--- src/rtl/risc16_ba.sv ---
// risc16_ba: 4-stage RISC16 core, IF/RF/EX/WB.
// Split instruction/data buses, byte-addressed data.
module risc16_ba #(
  parameter logic [15:0] RESET_PC = 16'h0000
) (
  input  logic        clk,
  input  logic        rst,
  input  logic [15:0] idin,
  output logic [15:0] iaddr,
  output logic        ioe,
  input  logic [15:0] ddin,
  output logic [15:0] ddout,
  output logic [15:0] daddr,
  output logic        doe,
  output logic        dwe0,
  output logic        dwe1
);

  localparam logic [15:0] NOP = 16'h0000;

  localparam logic [4:0] OP_R    = 5'b00000;
  localparam logic [4:0] OP_ADDI = 5'b00100;
  localparam logic [4:0] OP_ANDI = 5'b00110;
  localparam logic [4:0] OP_ORI  = 5'b00111;
  localparam logic [4:0] OP_LLI  = 5'b01000;
  localparam logic [4:0] OP_LUI  = 5'b01001;
  localparam logic [4:0] OP_BNEZ = 5'b10000;
  localparam logic [4:0] OP_BEQZ = 5'b10001;
  localparam logic [4:0] OP_BMI  = 5'b10010;
  localparam logic [4:0] OP_BPL  = 5'b10011;
  localparam logic [4:0] OP_J    = 5'b11000;

  localparam logic [4:0] F_MV  = 5'b00001;
  localparam logic [4:0] F_NOT = 5'b00010;
  localparam logic [4:0] F_XOR = 5'b00011;
  localparam logic [4:0] F_ADD = 5'b00100;
  localparam logic [4:0] F_SUB = 5'b00101;
  localparam logic [4:0] F_AND = 5'b00110;
  localparam logic [4:0] F_OR  = 5'b00111;
  localparam logic [4:0] F_SL8 = 5'b01000;
  localparam logic [4:0] F_SR8 = 5'b01001;
  localparam logic [4:0] F_SL  = 5'b01010;
  localparam logic [4:0] F_SR  = 5'b01011;
  localparam logic [4:0] F_ST  = 5'b10000;
  localparam logic [4:0] F_LD  = 5'b10001;
  localparam logic [4:0] F_SBU = 5'b10010;
  localparam logic [4:0] F_LBU = 5'b10011;

  // True when an instruction writes its rd field.
  function automatic logic writes_rd(
    input logic [4:0] op,
    input logic [4:0] func
  );
    logic w;
    w = 1'b0;
    if (op == OP_R) begin
      case (func)
        F_MV, F_NOT, F_XOR, F_ADD,
        F_SUB, F_AND, F_OR, F_SL8,
        F_SR8, F_SL, F_SR, F_LD,
        F_LBU:   w = 1'b1;
        default: w = 1'b0;
      endcase
    end else begin
      case (op)
        OP_ADDI, OP_ANDI, OP_ORI,
        OP_LLI, OP_LUI: w = 1'b1;
        default:        w = 1'b0;
      endcase
    end
    return w;
  endfunction

  logic [15:0] if_pc;
  logic [15:0] if_ir;
  logic [15:0] if_ipc;
  logic [15:0] rf_ir;
  logic [15:0] rf_pc;
  logic [15:0] rf_a;
  logic [15:0] rf_b;
  logic        ex_we;
  logic [2:0]  ex_rd;
  logic [15:0] ex_result;
  logic [15:0] regs [8];

  logic [4:0]  op;
  logic [4:0]  func;
  logic [15:0] sext8;
  logic [15:0] zext8;
  logic [15:0] sext11;
  logic [15:0] ex_val;
  logic        ex_wr;
  logic        take;
  logic [15:0] target;
  logic [2:0]  rd_idx;
  logic [2:0]  rs_idx;
  logic [15:0] opa;
  logic [15:0] opb;

  assign iaddr  = if_pc;
  assign op     = rf_ir[15:11];
  assign func   = rf_ir[4:0];
  assign sext8  = {{8{rf_ir[7]}}, rf_ir[7:0]};
  assign zext8  = {8'h00, rf_ir[7:0]};
  assign sext11 = {{5{rf_ir[10]}}, rf_ir[10:0]};
  assign ex_wr  = writes_rd(op, func);
  assign rd_idx = if_ir[10:8];
  assign rs_idx = if_ir[7:5];

  // Operand read with bypass: EX result first, then pending WB.
  always_comb begin
    opa = regs[rd_idx];
    opb = regs[rs_idx];
    if (ex_wr && rf_ir[10:8] == rd_idx)
      opa = ex_val;
    else if (ex_we && ex_rd == rd_idx)
      opa = ex_result;
    if (ex_wr && rf_ir[10:8] == rs_idx)
      opb = ex_val;
    else if (ex_we && ex_rd == rs_idx)
      opb = ex_result;
  end

  // EX: ALU, branch resolution and the data-bus transaction.
  always_comb begin
    ex_val = '0;
    take   = 1'b0;
    target = rf_pc + 16'd2 + sext8;
    daddr  = '0;
    ddout  = '0;
    doe    = 1'b0;
    dwe0   = 1'b0;
    dwe1   = 1'b0;
    if (op == OP_R) begin
      unique case (func)
        F_MV:  ex_val = rf_b;
        F_NOT: ex_val = ~rf_b;
        F_XOR: ex_val = rf_a ^ rf_b;
        F_ADD: ex_val = rf_a + rf_b;
        F_SUB: ex_val = rf_a - rf_b;
        F_AND: ex_val = rf_a & rf_b;
        F_OR:  ex_val = rf_a | rf_b;
        F_SL8: ex_val = {rf_b[7:0], 8'h00};
        F_SR8: ex_val = {8'h00, rf_b[15:8]};
        F_SL:  ex_val = {rf_b[14:0], 1'b0};
        F_SR:  ex_val = {1'b0, rf_b[15:1]};
        F_ST: begin
          daddr = rf_b;
          ddout = rf_a;
          dwe0  = 1'b1;
          dwe1  = 1'b1;
        end
        F_LD: begin
          daddr  = rf_b;
          doe    = 1'b1;
          ex_val = ddin;
        end
        F_SBU: begin
          daddr = rf_b;
          ddout = {rf_a[7:0], rf_a[7:0]};
          dwe0  = ~rf_b[0];
          dwe1  = rf_b[0];
        end
        F_LBU: begin
          daddr  = rf_b;
          doe    = 1'b1;
          ex_val = rf_b[0] ? {8'h00, ddin[7:0]}
                           : {8'h00, ddin[15:8]};
        end
        default: ex_val = '0;
      endcase
    end else begin
      unique case (op)
        OP_ADDI: ex_val = rf_a + sext8;
        OP_ANDI: ex_val = rf_a & zext8;
        OP_ORI:  ex_val = rf_a | zext8;
        OP_LLI:  ex_val = zext8;
        OP_LUI:  ex_val = {rf_ir[7:0], 8'h00};
        OP_BNEZ: take = (rf_a != 16'h0000);
        OP_BEQZ: take = (rf_a == 16'h0000);
        OP_BMI:  take = rf_a[15];
        OP_BPL:  take = ~rf_a[15];
        OP_J: begin
          take   = 1'b1;
          target = rf_pc + 16'd2 + sext11;
        end
        default: ex_val = '0;
      endcase
    end
  end

  // Pipeline advance; a taken branch squashes IF and RF.
  always_ff @(posedge clk or negedge rst) begin
    if (!rst) begin
      if_pc     <= RESET_PC;
      ioe       <= 1'b0;
      if_ir     <= NOP;
      if_ipc    <= RESET_PC;
      rf_ir     <= NOP;
      rf_pc     <= '0;
      rf_a      <= '0;
      rf_b      <= '0;
      ex_we     <= 1'b0;
      ex_rd     <= '0;
      ex_result <= '0;
    end else begin
      ioe <= 1'b1;
      if (take)
        if_pc <= target;
      else if (ioe)
        if_pc <= if_pc + 16'd2;
      if_ir     <= (take || !ioe) ? NOP : idin;
      if_ipc    <= if_pc;
      rf_ir     <= take ? NOP : if_ir;
      rf_pc     <= if_ipc;
      rf_a      <= opa;
      rf_b      <= opb;
      ex_we     <= ex_wr;
      ex_rd     <= rf_ir[10:8];
      ex_result <= ex_val;
    end
  end

  // Register file write from WB.
  always_ff @(posedge clk or negedge rst) begin
    if (!rst) begin
      for (int i = 0; i < 8; i++)
        regs[i] <= '0;
    end else if (ex_we) begin
      regs[ex_rd] <= ex_result;
    end
  end

endmodule

--- config.mk ---
export PLATFORM = sky130hd
export DESIGN_NAME = risc16_ba
export DESIGN_NICKNAME = d
export VERILOG_FILES = /design/src/rtl/risc16_ba.sv
export SDC_FILE = /design/constraint.sdc
export NUM_CORES = 1
export LEC_CHECK = 0
export CAP_MARGIN = 40
export CORE_MARGIN = 2
export CORE_UTILIZATION = 35
export CTS_CLUSTER_SIZE = 12
export DETAILED_ROUTE_END_ITERATION = 8
export GPL_TIMING_DRIVEN = 0
export HOLD_SLACK_MARGIN = 0.06
export PLACE_DENSITY_LB_ADDON = 0.05
export SYNTH_ARGS = -nofsm -noshare
export SYNTH_HDL_FRONTEND = slang
export SYNTH_SLANG_ARGS = --single-unit
--- constraint.sdc ---
create_clock -name clk -period 4.1 [get_ports clk]
set_clock_uncertainty 0.05 [all_clocks]
set_input_delay 0.82 -clock clk [delete_from_list [all_inputs] [get_ports clk]]
set_output_delay 0.82 -clock clk [all_outputs]
set_load 0.1 [all_outputs]
==> results.ini, run 1 <==
[outcome]
status = finished clean

[timing]
finalHoldViolations = 0
maxSlewViolCount = 0
max_freq_mhz = 248
slew_headroom = 0.379
min_period_over_period = 0.983
timing.hold.ws_ns = 0.0995
min_period_ns = 4.03
tightest_slew_ns = 0.932
setup_viol = 0
timing.final.ws_setup_ns = 0.0686

[yosys]
syn_inst = 1596
synth_area_per_cell_um2 = 10.6
yosys.area.top_type = dfrtp_1
ys_types = 70
synth_top_area_share = 0.386
ys_ff_latch = 261
synth_area_um2 = 16900
syn_nets = 1728
synth_seq_area_share = 0.386
yosys-top-cells-area = dfrtp_1, mux2_2, mux4_2
synth-main-ff-cell = dfrtp_1
ys_async_sr_fraction = 1.00
synth_edf_count = 0
yosysWarnings = 0

[layout]
drive_above_1_share = 0.236
final_common_cell = dfrtp_1
final_cell_mix = dfrtp_1, mux2_2, nand2_1, ha_1, nor2_1
final_cell_area_um2 = 20900
layout.cells.non_filler = 2414
n_fill_cell = 4585
diodes = 0
syn2layout_area_growth_pct = 23.2
nNetsFinal = 1910
finish.utilization = 0.437

[grt]
grt_usage = 0.237
antenna_found_initial = 0
grt-ovfl-total = 0
grt_max_degree = 118
grt_pass1_vias = 13800
grt_pass1_wl_mm = 89.2

[die]
fp.dieH_um = 224
initial_utilization = 0.354
die-area_um2 = 50100
num_rows = 80
die_w_um = 224
coreArea_um2 = 47700
io_pins = 86

[clock_tree]
cts_sinks = 261
cts_tree = yes
cts-root-buf = clkbuf_16
htree_num_levels = 1
clk_pin_slew_ns = 0.08
cts_hold_buf = 0
clkLatencyLatePin_ns = 0.60
cts_buffers = 30
cts_buffer_depth = 3

[power_and_ir_drop]
leakagePower_uw = 0.00922
peakVddDrop_mv = 0.261
p_comb_frac = 0.513
p_sw_uw = 5990
p_sw_frac = 0.433
p_clk_frac = 0.191
intPower_uw = 7850
seqPwrFrac = 0.297
power-per-cell-area_nw_per_um2 = 664

[setup_path]
slowest_delay_ns = 0.51
cp_cell_sequence = or3_4, or3_4, or3_4, clkbuf_8, nor2_2, clkdlybuf4s50_1, buf_8
path_common_cell = or3_4
cp_max_fo = 10
crit_type = flop to output port
critPathArrivalTime_ns = 3.16
r2r_slack_ns = 0.20
reg2regPathDepth = 16
cp.required_ns = 3.23
crit_cells = 7
critPathTopFamily = simple AND/OR/NAND/NOR gates
end_kind = output port
crit_slowest_cell = clkdlybuf4s50_1
critPathLaunchType = flop
cp_num_buf_inv = 3

[detailed_routing]
routed_wl_mm = 59.0
ant_nets = 0
vias = 13500
route.detailed.drc = 0
wl_per_cell_um = 24.4
first_iter_violations = 997
first_pass_iters = 9
via_per_inst = 5.59

[place]
dp_worst_setup_slack_ns = -0.914
place_congestion = 0.928
portBuffers = 85
hpwl_mm = 44.1
place_inst = 2371
dpl_cell_area_um2 = 19700

[job]
drv_cap = 0

[worst_hold_path]
hold_path.class = primary input to async pin

==> cells by family after synthesis <==
group | synth area share
flops | 0.386
compound gates | 0.121
fa+ha+maj | 0.0738
simple gates | 0.112
buf+inv | 0.0396
other cells | 0.000222
xor+xnor | 0.0507
mux | 0.217
==> synthesized netlist by cell type, types with 3 or more instances <==
library cell	count
nand3_1	29
nand2b_1	10
or3_1	12
nand2_1	97
buf_2	14
mux2i_1	75
a222oi_1	5
and3_1	25
dfrtp_1	261
fa_1	3
buf_1	21
nor2b_1	5
a22o_1	3
a22oi_1	21
a31oi_1	9
o21ai_1	7
nor2_1	100
buf_4	3
o2111ai_1	5
inv_1	61
xnor2_1	62
a221o_1	4
a211oi_1	19
and2_1	19
o21ai_0	81
a21o_1	18
a221oi_1	29
a21oi_1	73
nand4_1	16
o21a_1	4
o211ai_1	5
nor4_1	5
o31ai_1	7
clkbuf_1	67
mux4_2	64
mux2_2	131
nor3_1	43
nand4b_1	3
nor3b_1	5
or2_2	5
o21bai_1	4
ha_1	95
xor2_1	34
a41oi_1	4
==> timing repair <==
action	in CTS	in global routing
pin swaps	9	15
resized for setup	48	43
buffers inserted	13	9
setup endpoints to repair	76	48
cloned	0	0
==> final cells by class <==
cell class,instances,area (um2),area share
Tap cell,615,769,0.0369
Inverter,63,240,0.0115
Timing Repair Buffer,156,1970,0.0943
Sequential cell,261,6540,0.314
Multi-Input combinational cell,1166,9910,0.476
Clock inverter,7,80.1,0.00384
Clock buffer,46,881,0.0422
Buffer,100,454,0.0218
==> registers in the layout, summed over array words and instances, names as in the netlist <==
name,flops
regs,128
ex_result,16
iaddr,16
if_ipc,16
if_ir,16
rf_a,16
rf_b,16
rf_ir,16
rf_pc,16
ex_rd,3
ex_we,1
ioe,1
==> final timing paths <==
| kind | start | endpoint |
|---|---|---|
| worst max register to register | rf_b[0] | rf_a[13] |
| min in group clk | if_ipc[13] | rf_pc[13] |
| worst min-delay path | rst | iaddr[15] |
| worst min register to register | if_ipc[13] | rf_pc[13] |
| worst max-delay path | rf_ir[11] | ddout[7] |
| max in group asynchronous | rst | rf_a[9] |
==> per-stage QoR <==
step | setup TNS (ns) | power (uW)
6_report | 0 | 13800
5_1_grt | -0.0166 | 14700
4_1_cts | 0 | 13800
3_5_place_dp | -26.82 | 11000
3_3_place_gp | -2507.62 | 10600
2_1_floorplan | -5.28 | 8610
==> layer usage <==
metal | global-route usage | up-vias | routed length (um)
met5 | 0 | - | 0
met4 | 0.0660 | 0 | 1530
met3 | 0.0274 | 86 | 2240
met2 | 0.390 | 311 | 28000
met1 | 0.332 | 6871 | 27200
li1 | - | 6228 | -
==> power by group through the flow <==
| stage | combinational (uW) | clock (uW) | sequential [uW] |
|---|---|---|---|
| final | 7090 | 2640 | 4100 |
| after global routing | 7710 | 2830 | 4210 |
| after CTS | 7000 | 2710 | 4100 |
| after detailed placement | 6840 | 0 | 4140 |
| after global placement | 6480 | 0 | 4140 |
| after floorplan | 4290 | 0 | 4320 |
No activity file was read; power rests on OpenSTA's default activity.
==> run 2: changes to the inputs <==
Settings changed: HOLD_SLACK_MARGIN 0.06 to 0.15.
==> run 2 against run 1 <==
Non-clock buffer count increased by 1. Utilization barely moved. Maximum frequency hardly changed. Register-to-register slack is essentially flat. Sequential share of layout area about the same. Setup slack better by 0.0015 ns. Final cell count about the same. Sequential power is essentially flat. Clock power hardly changed. Count of clock-buffer cells in the layout unchanged. Flip-flop and latch count unchanged. Routed wire length about the same. Critical path type unchanged. Largest power group unchanged. Highest routed layer unchanged.
==> results.ini, run 2 (synthesis gave the netlist of run 1 again) <==
[detailed_routing]
vias = 13400  ; -0.45%
wl_per_cell_um = 24.4  ; about the same
via_per_inst = 5.56  ; -0.49%
ant_nets = 0  ; unchanged
first_pass_iters = 5  ; -4
routed_wl_mm = 59.0  ; about the same
route.detailed.drc = 0  ; unchanged
first_iter_violations = 1048  ; +5.1%

[setup_path]
crit_type = flop to output port
critPathArrivalTime_ns = 3.16  ; about the same
cp_cell_sequence = or3_4, or3_4, or3_4, clkbuf_8, nor2_2, clkdlybuf4s50_1, buf_8
crit_slowest_cell = clkdlybuf4s50_1
end_kind = output port
cp.required_ns = 3.23  ; about the same
critPathTopFamily = simple AND/OR/NAND/NOR gates
cp_max_fo = 10  ; unchanged
path_common_cell = or3_4
slowest_delay_ns = 0.51  ; about the same
critPathLaunchType = flop
cp_num_buf_inv = 3  ; unchanged

[job]
drv_cap = 0  ; unchanged

[layout]
syn2layout_area_growth_pct = 23.3  ; about the same
nNetsFinal = 1911  ; +0.052%
regMostFlops = regs
largest_reg_flops = 128  ; unchanged
final_cell_mix = dfrtp_1, mux2_2, nand2_1, ha_1, nor2_1
drive_above_1_share = 0.236  ; about the same
diodes = 0  ; unchanged
final_common_cell = dfrtp_1
layout.cells.non_filler = 2415  ; +0.041%

[grt]
grt_max_degree = 118  ; unchanged
grt_use_met3 = 0.0274  ; unchanged
grt-ovfl-total = 0  ; unchanged
grt_pass1_wl_mm = 89.2  ; unchanged
use_met2 = 0.390  ; unchanged
gr-max-usage-layer = met2
antenna_found_initial = 0  ; unchanged
grt_pass1_vias = 13800  ; unchanged
use_met1 = 0.332  ; unchanged
grt_usage = 0.237  ; unchanged

[outcome]
status = finished clean

[place]
dp_worst_setup_slack_ns = -0.914  ; unchanged
portBuffers = 85  ; unchanged
place_inst = 2371  ; unchanged
place_congestion = 0.928  ; unchanged
hpwl_mm = 44.1  ; unchanged

[timing]
min_period_ns = 4.03  ; -0.00150 ns
setup_viol = 0  ; unchanged
finalHoldViolations = 0  ; unchanged
timing.final.ws_setup_ns = 0.0701  ; +0.00150 ns
slew_headroom = 0.377  ; -0.00199
max_freq_mhz = 248  ; about the same
min_period_over_period = 0.983  ; about the same
maxSlewViolCount = 0  ; unchanged
tightest_slew_ns = 0.928  ; -0.00415 ns

[clock_tree]
clk_pin_slew_ns = 0.06  ; -0.02 ns
cts-root-buf = clkbuf_16
cts_buffer_depth = 3  ; unchanged
clkLatencyLatePin_ns = 0.60  ; about the same
cts_tree = yes
cts_buffers = 30  ; unchanged
cts_sinks = 261  ; unchanged
htree_num_levels = 1  ; unchanged

[power_and_ir_drop]
power-per-cell-area_nw_per_um2 = 664  ; about the same
leakagePower_uw = 0.00923  ; about the same
p_comb_frac = 0.513  ; about the same
p_sw_frac = 0.433  ; +0.000610
seqPwrFrac = 0.296  ; about the same
peakVddDrop_mv = 0.262  ; about the same
p_clk_frac = 0.191  ; about the same
p_sw_uw = 6000  ; +0.26%
intPower_uw = 7850  ; about the same

[die]
die-area_um2 = 50100  ; unchanged
die_w_um = 224  ; unchanged
num_rows = 80  ; unchanged
io_pins = 86  ; unchanged
coreArea_um2 = 47700  ; unchanged
fp.dieH_um = 224  ; unchanged
initial_utilization = 0.354  ; unchanged

[worst_hold_path]
hold_path.class = flop to flop

## run 2: worst reg2reg max path, stage by stage (launching register included)
cell      delay, ns
dfrtp_2        0.47
clkbuf_4       0.24
inv_1          0.14
ha_1           0.21
nand3_2        0.13
nor2_2         0.14
a21oi_1        0.09
xnor2_1        0.13
ha_1           0.35
and3_1         0.19
a221o_1        0.34
nor3_2         0.22
a211oi_2       0.12
or3_1          0.37
nand3_1        0.16
nand4_1        0.17
a21o_1         0.22
## run 2: path summary, 6_finish.rpt
kind,depth (start not counted),slack (ns),endpoint,startpoint
min in group asynchronous,2,0.70,iaddr[15],rst
worst max register to register,16,0.19,rf_a[13],rf_b[1]
max in group asynchronous,3,2.21,rf_a[9],rst
worst max-delay path,7,0.07,ddout[7],rf_ir[11]
worst min register to register,0,0.30,rf_pc[13],if_ipc[13]
worst min-delay path,0,0.30,rf_pc[13],if_ipc[13]
## run 2: routing by layer
layer  vias to the layer above  wire length, um
met5                         -                0
met4                         0             1560
met3                        85             2240
met2                       315            27900
met1                      6811            27300
li1                       6224                -
## run 2: cell type report
class                   instances  area, um2
plain buffers                 100        454
clock buffers                  46        881
repair buffers                157       1980
flip-flops and latches        261       6540
inverters                      63        240
clock inverters                 7       80.1
well taps                     615        769
multi-input cells            1166       9910
fillers                      4584      26900
## run 2: metrics by stage
| step | hold WS [ns] | power [uW] | setup TNS (ns) | utilization | instance area [um2] |
|---|---|---|---|---|---|
| floorplan | 0.281 | 8610 | -5.28 | - | 17000 |
| global placement | 0.283 | 10600 | -2507.62 | 0.389 | 18600 |
| detailed placement | 0.286 | 11000 | -26.82 | 0.412 | 19700 |
| CTS | 0.299 | 13800 | 0 | 0.435 | 20800 |
| global route | 0.306 | 14700 | -0.0166 | 0.437 | 20900 |
| finish | 0.297 | 13900 | 0 | 0.437 | 20900 |
## run 2: power by group through the flow
stage                     clock network [uW]  registers (uW)  logic [uW]
after floorplan                            0            4320        4290
after global placement                     0            4140        6480
after detailed placement                   0            4140        6840
after CTS                               2710            4100        7000
after global routing                    2830            4210        7710
final                                   2650            4110        7100
## run 2: repair_timing
action / 4_1_cts / 5_1_grt
setup buffers: 13 / 9
pin swaps: 9 / 15
hold endpoints to repair: 57 / 0
hold buffers: 1 / 0
endpoints found under the setup margin: 76 / 48
resized for setup: 48 / 43
==> run 3: changes to the inputs <==
--- a/config.mk
+++ b/config.mk
@@ -12,2 +12,3 @@
 export DETAILED_ROUTE_END_ITERATION = 8
+export GPL_ROUTABILITY_DRIVEN = 1
 export GPL_TIMING_DRIVEN = 0
--- a/constraint.sdc
+++ b/constraint.sdc
@@ -4,2 +4,2 @@
 set_output_delay 0.82 -clock clk [all_outputs]
-set_load 0.1 [all_outputs]
+set_load 0.05 [all_outputs]
==> run 3 against run 2 <==
First-iteration DRC count down 14%. Design area decreased by 3.8%. Critical endpoint is now dwe1. Global-route usage fell by 0.22 points. Register-to-register slack worse by 0.05 ns. Largest cell class unchanged. Highest routed layer unchanged. Utilization fell by 1.7 points. Final cell count shrank 1.2%. Power shrank 3.6%.
==> results.ini, run 3 (synthesis gave the netlist of run 1 again) <==
[grt]
grt_pass1_vias = 13700  ; -0.39%
grt_usage = 0.235  ; -0.00223
use_met2 = 0.380  ; -0.00982
gr-max-usage-layer = met2
antenna_found_initial = 0  ; unchanged
grt-ovfl-total = 0  ; unchanged
use_met1 = 0.326  ; -0.00628
grt_max_degree = 102  ; -14%
grt_use_met3 = 0.0279  ; +0.000525
grt_pass1_wl_mm = 88.5  ; -0.75%

[place]
portBuffers = 85  ; unchanged
hpwl_mm = 43.4  ; -1.4%
place_congestion = 0.930  ; +0.26%
dp_worst_setup_slack_ns = -0.837  ; +0.0773 ns

[timing]
max_freq_mhz = 250  ; +0.55%
min_period_over_period = 0.978  ; -0.00537
finalHoldViolations = 0  ; unchanged
timing.final.ws_setup_ns = 0.0921  ; +0.0220 ns
slew_headroom = 0.323  ; -0.0537
maxSlewViolCount = 0  ; unchanged
tightest_slew_ns = 1.02  ; +0.0878 ns
min_period_ns = 4.01  ; -0.0220 ns
setup_viol = 0  ; unchanged

[layout]
drive_above_1_share = 0.205  ; -0.0310
final_common_cell = dfrtp_1
largest_reg_flops = 128  ; unchanged
syn2layout_area_growth_pct = 18.5
regMostFlops = regs
diodes = 0  ; unchanged
regArea_um2 = 6540  ; about the same
n_fill_cell = 4687  ; +2.2%
nNetsFinal = 1879  ; -1.7%
final_cell_mix = dfrtp_1, mux2_2, nor2_1, nand2_1, ha_1
multi_input_area_um2 = 9880  ; -0.38%

[die]
die-area_um2 = 50100  ; unchanged
fp.dieH_um = 224  ; unchanged
coreArea_um2 = 47700  ; unchanged
die_w_um = 224  ; unchanged
initial_utilization = 0.354  ; unchanged
io_pins = 86  ; unchanged
num_rows = 80  ; unchanged

[setup_path]
end_kind = output port
r2r_end = rf_b[13]
cp-endpoint = dwe1
cp_max_fo = 11  ; +1
r2r_slack_ns = 0.14  ; -0.05 ns
reg2regPathDepth = 15  ; -1
crit_type = flop to output port
cp.required_ns = 3.23  ; about the same
critPathLaunch = rf_ir[15]
critPathLaunchType = flop
critPathArrivalTime_ns = 3.14  ; -0.02 ns
regToRegStartpoint = rf_ir[2]

[detailed_routing]
first_pass_iters = 5  ; unchanged
first_iter_violations = 901  ; -14%
ant_nets = 0  ; unchanged
wl_per_cell_um = 24.5  ; +0.18%
via_per_inst = 5.59  ; +0.41%
routed_wl_mm = 58.4  ; -1.1%
vias = 13300  ; -0.84%
route.detailed.drc = 0  ; unchanged

[power_and_ir_drop]
leakagePower_uw = 0.00900  ; -2.4%
power.total_uw = 13400  ; -3.6%
power-per-cell-area_nw_per_um2 = 666  ; +0.24%
peakVddDrop_mv = 0.387  ; +48%

[clock_tree]
clkLatencyLatePin_ns = 0.60  ; about the same
clk_pin_slew_ns = 0.07  ; about the same
htree_num_levels = 1  ; unchanged
cts-root-buf = clkbuf_16
cts_tree = yes
cts_buffers = 31  ; +3.3%
cts_sinks = 261  ; unchanged
cts_buffer_depth = 3  ; unchanged

[outcome]
status = finished clean

[worst_hold_path]
hold_path.class = primary input to async pin

[job]
drv_cap = 0  ; unchanged

run 3: final cells by class:
class	count	area share
multi-input cells	1166	0.492
well taps	615	0.0384
clock buffers	41	0.0420
repair buffers	125	0.0587
inverters	63	0.0118
plain buffers	99	0.0215
flip-flops and latches	261	0.326
clock inverters	15	0.00917
run 3: repair_timing:
| action | CTS | global route |
|---|---|---|
| buffers inserted | 4 | 10 |
| setup endpoints to repair | 79 | 38 |
| resized for setup | 73 | 57 |
| hold buffers | 0 | 0 |
| pin swaps | 4 | 13 |
run 3: power breakdown:
group / internal [uW] / total, uW / switching (uW)
registers: 3310 / 4110 / 806
clock network: 1640 / 2800 / 1160
logic: 2760 / 6440 / 3680
run 3: worst min-delay path by stage:
stage | to | cells past startpoint
after floorplan | rf_pc[0] | 0
after global routing | iaddr[15] | 1
after global placement | rf_pc[11] | 0
after detailed placement | rf_pc[5] | 0
after CTS | iaddr[15] | 1
final | iaddr[15] | 1
run 3: worst max-delay path: stages (launching register included):
cell and delay (ns):
dfrtp_1 0.44, or3_1 0.46, or3_4 0.46, or3_4 0.50
a21oi_1 0.14, dlygate4sd2_1 0.54
run 3: metal layers:
metal  vias to the layer above  wire length [um]
met1                      6735             27000
met2                       328             26800
li1                       6165                 -
met5                         -                 0
met3                        94              2310
met4                         0              2290
run 3: metrics by stage:
stage,util,instances,cell area [um2],TNS [ns],hold WS [ns]
after floorplan,-,1596,16900,0,0.281
after global placement,0.388,2296,18500,-2509.87,0.284
after detailed placement,0.394,2320,18800,-25.68,0.285
after CTS,0.417,2375,19900,0,0.180
after global routing,0.420,2385,20100,-0.00620,0.205
final,0.420,2385,20100,0,0.177
